$ cat config.mk
export PLATFORM = sky130hd
export DESIGN_NAME = press_classifier
export DESIGN_NICKNAME = d
export VERILOG_FILES = /design/src/rtl/press_classifier_pkg.sv /design/src/rtl/press_classifier.sv
export SDC_FILE = /design/constraint.sdc
export NUM_CORES = 1
export LEC_CHECK = 0
export BUFFER_PORTS_ARGS = -buffer_cell sky130_fd_sc_hd__buf_2
export CAP_MARGIN = 15
export CORE_MARGIN = 8
export CORE_UTILIZATION = 40
export DETAILED_ROUTE_END_ITERATION = 16
export PLACE_DENSITY = 0.61
export SLEW_MARGIN = 15
export SYNTH_ARGS = -nofsm -noshare
export SYNTH_HDL_FRONTEND = slang
export SYNTH_SLANG_ARGS = --single-unit
$ cat constraint.sdc
create_clock -name clk -period 6.5 [get_ports clk]
set_clock_uncertainty 0.1 [all_clocks]
set_input_delay 1.3 -clock clk [delete_from_list [all_inputs] [get_ports clk]]
set_output_delay 1.3 -clock clk [all_outputs]
set_load 0.02 [all_outputs]
$ cat src/rtl/press_classifier_pkg.sv
// Shared definitions for the button gesture blocks.
// The state encoding lives here so later gesture classifiers can reuse it.
package press_classifier_pkg;

    typedef enum logic [2:0] {
        IDLE      = 3'd0,
        PRESS1    = 3'd1,
        LONG_HELD = 3'd2,
        GAP       = 3'd3,
        PRESS2    = 3'd4
    } press_state_t;

endpackage

$ cat src/rtl/press_classifier.sv
// Classifies a debounced, clk-synchronous button level into short, long and
// double presses, emitting one single-cycle registered pulse per gesture.
module press_classifier
    import press_classifier_pkg::*;
#(
    parameter int unsigned LONG_COUNT = 32'd50_000_000,
    parameter int unsigned GAP_COUNT  = 32'd25_000_000,
    parameter int unsigned CNT_WIDTH  = 32
) (
    input  logic clk,
    input  logic rst_n,
    input  logic btn,
    output logic short_press,
    output logic long_press,
    output logic double_press,
    output logic busy
);

    localparam logic [CNT_WIDTH-1:0] LONG_LAST = CNT_WIDTH'(LONG_COUNT - 1);
    localparam logic [CNT_WIDTH-1:0] GAP_LAST  = CNT_WIDTH'(GAP_COUNT - 1);
    localparam logic [CNT_WIDTH-1:0] CNT_ONE   = CNT_WIDTH'(1);

    press_state_t          state;
    logic [CNT_WIDTH-1:0]  cnt;

    // busy is registered alongside the state, so it reflects the state being entered.
    always_ff @(posedge clk or negedge rst_n) begin
        if (!rst_n) begin
            state        <= IDLE;
            cnt          <= '0;
            short_press  <= 1'b0;
            long_press   <= 1'b0;
            double_press <= 1'b0;
            busy         <= 1'b0;
        end else begin
            short_press  <= 1'b0;
            long_press   <= 1'b0;
            double_press <= 1'b0;
            case (state)
                IDLE: begin
                    if (btn) begin
                        state <= PRESS1;
                        cnt   <= CNT_ONE;
                        busy  <= 1'b1;
                    end
                end
                PRESS1: begin
                    if (btn && cnt == LONG_LAST) begin
                        long_press <= 1'b1;
                        state      <= LONG_HELD;
                    end else if (btn) begin
                        cnt <= cnt + CNT_ONE;
                    end else begin
                        state <= GAP;
                        cnt   <= CNT_ONE;
                    end
                end
                LONG_HELD: begin
                    if (!btn) begin
                        state <= IDLE;
                        busy  <= 1'b0;
                    end
                end
                GAP: begin
                    if (!btn && cnt == GAP_LAST) begin
                        short_press <= 1'b1;
                        state       <= IDLE;
                        busy        <= 1'b0;
                    end else if (!btn) begin
                        cnt <= cnt + CNT_ONE;
                    end else begin
                        state <= PRESS2;
                        cnt   <= '0;
                    end
                end
                PRESS2: begin
                    // A second press never turns into a long press, however long it is held.
                    if (!btn) begin
                        double_press <= 1'b1;
                        state        <= IDLE;
                        busy         <= 1'b0;
                    end
                end
                default: begin
                    state <= IDLE;
                    cnt   <= '0;
                    busy  <= 1'b0;
                end
            endcase
        end
    end

endmodule

==> flow_summary.ini <==
[clock_tree]
insertion_delay_ns = 0.29
clk_pin_slew_ns = 0.08
cts-htree-levels = 2
post_cts_buffers = 0
cts_tree = done
clock-sinks = 39
hold_buffers = 0
cts-resized-gates = 0
cts_root_buffer = clkbuf_8
cts_inserted_buffers = 5
clk_path_buf_depth = 2

[routing]
first_pass_iters = 4
wirelength_um = 6185
ant_nets = 0
viasPerCell = 6.225
drc = 0
route.vias.total = 2297
wl_per_cell_um = 16.76
drtIter0Drc = 118

[critical_path]
cp_slowest_stage_delay_ns = 0.52
r2r_cells = 6
end_kind = flop
critPathKind = in2reg
cp_slowest_cell = or3_4
crit_fanout = 12
cp.arrival_ns = 2.99
cp-start-kind = input pin
path_cells = buf_2 > nor2b_1 > a21oi_1 > or3_4 > a221o_2
worstPathRequired_ns = 6.58

[timing]
rsz0062_at_grt = false
final_max_slew_viol_count = 0
max_freq_mhz = 344.0
layout_worst_path_cycle_share_pct = 44.73
setup_tns_ns = 0
max_slew_margin_pct = 40.90
worst_pin_slew_ns = 0.8865
hold_viol_final = 0
setup_viol = 0
finalCriticalPeriod_ns = 2.907

[floorplanning]
start_util_pct = 40.66
io-pin-count = 7
die_y_um = 95.88
fp-row-count = 29
dieWidth_um = 95.88
core_um2 = 6277
die_area_um2 = 9193

[finish]
n_antenna_cell = 0
nets = 295
final_cell_mix = dfrtp_1 (39), nand2_1 (33), nor2_1 (22), a31oi_1 (22), o21ai_0 (21)
layout_commonest_cell = dfrtp_1
synthToLayoutAreaGrowth_pct = 5.000
drive_gt1_share_pct = 10.96
postLayoutCellArea_um2 = 2680
nFillCells = 613

[global_routing]
grt_first_pass_wirelength_um = 10990
antenna_found_initial = 0
grtUsageTotal_pct = 14.97
grt_max_degree = 40
globalRouteOverflowTotal = 0
grt_pass1_vias = 2174
grtUsageMet2_pct = 22.74
use_met3_pct = 2.808
use_met1_pct = 20.78
grt-busiest-layer = met2

[placed_design]
gp_congestion = 0.8154
dp_hpwl_um = 4133
io_buffer_count = 6
dpl-instance-area_um2 = 2555

[logic_synthesis]
ys_warn_count = 0
synth_edf_count = 0
ys_types = 55
ys_top_cells_by_area = dfrtp_1 (38%), a31oi_1 (5.4%), nand2_1 (4.9%)
yosysTopAreaCellShare_pct = 38.24
synth_top_flop_cell = dfrtp_1
synth-seq-area-share_pct = 38.24
ys_ff_latch = 39
syn_inst = 301
synth_nets = 305
synth_top_cell_by_area = dfrtp_1
avgSynthCellArea_um2 = 8.480
syn_area_um2 = 2552
async_reset_ff_share_pct = 100.0

[power]
pwr-share-comb_pct = 32.9
intPower_mw = 0.4733
power.density_nw_per_um2 = 289.0
p_sw_share_pct = 38.89
peakVddDrop_mv = 0.1739
p_leak_nw = 1.085
switching_power_mw = 0.3012
pwr-share-seq_pct = 39.6
clock_power_share_pct = 27.5

[run]
cap_viol_max_count = 0

[outcome]
outcome = finished clean

[hold_path]
hold_depth = 1
hold_path_class = reg2reg
## cells in the mapped netlist, drive strengths merged (3+ instances only)
master	n
dfrtp	39
nand2	33
a31oi	22
nor2	22
o21ai	22
buf	14
nand4	13
nor3	11
clkbuf	10
inv	10
nand3	10
nor4	10
a21oi	9
and3	6
and4	6
nor2b	6
a41oi	5
a211o	4
and2	4
o31ai	4
a221o	3
nor4bb	3
o211a	3
o22a	3
## power groups by stage
stage,combinational [mW],sequential [mW],clock (mW)
floorplan,0.221,0.287,0
global placement,0.252,0.312,0
detailed placement,0.256,0.311,0
CTS,0.256,0.306,0.219
global route,0.297,0.313,0.227
finish,0.255,0.307,0.213
## metrics by stage
step | util (%) | power, mW | setup WS, ns | hold slack [ns] | cells
2_1_floorplan | - | 0.5081 | 3.622 | 0.3611 | 301
3_3_place_gp | 40.70 | 0.5644 | 3.022 | 0.4049 | 361
3_5_place_dp | 40.70 | 0.5667 | 2.960 | 0.4075 | 361
4_1_cts | 42.58 | 0.7819 | 3.270 | 0.4246 | 369
5_1_grt | 42.69 | 0.8379 | 3.384 | 0.4519 | 369
6_report | 42.69 | 0.7745 | 3.593 | 0.4244 | 369
## sequential cells by signal, summed over array words and instances (netlist names)
name and cells:
cnt 32, state 3, busy 1, double_press 1
long_press 1, short_press 1
## critical path: cells and delay by family
| family | cells | cell delay [ns] |
|---|---|---|
| AND/OR/NAND/NOR | 2 | 0.83 |
| buffers and inverters | 1 | 0.19 |
| AO/OA/AOI/OAI | 2 | 0.66 |
## cells by family after synthesis
logic type	share of synthesized area (%)
adder cells (fa/ha/maj)	0.4901
AO/OA/AOI/OAI	23.48
flip-flops	38.24
buffers and inverters	6.618
multiplexers	0.7843
AND/OR/NAND/NOR	30.39
## area by class of cell
type / count / area (µm²) / area share, %
Inverter: 10 / 37.54 / 1.401
Clock inverter: 2 / 35.03 / 1.307
Clock buffer: 6 / 82.58 / 3.081
Timing Repair Buffer: 7 / 37.54 / 1.401
Multi-Input combinational cell: 228 / 1415 / 52.80
Sequential cell: 39 / 975.9 / 36.41
Tap cell: 77 / 96.34 / 3.595
## layer usage
| layer | vias up | part of all wire, % |
|---|---|---|
| met3 | 8 | 3.9 |
| met2 | 56 | 46 |
| met4 | 0 | 1.3 |
| met5 | - | 0 |
| met1 | 1102 | 49 |
| li1 | 1131 | - |
## final timing paths
kind / start / slack, ns / to
setup / recovery: btn / 3.59 / cnt[21]
hold / removal: cnt[28] / 0.42 / cnt[28]
setup reg to reg: cnt[0] / 3.84 / cnt[18]
hold reg to reg: cnt[28] / 0.42 / cnt[28]
max in group asynchronous: rst_n / 4.73 / cnt[17]
min in group asynchronous: rst_n / 1.02 / cnt[24]
(Power assumes the default switching activity.)
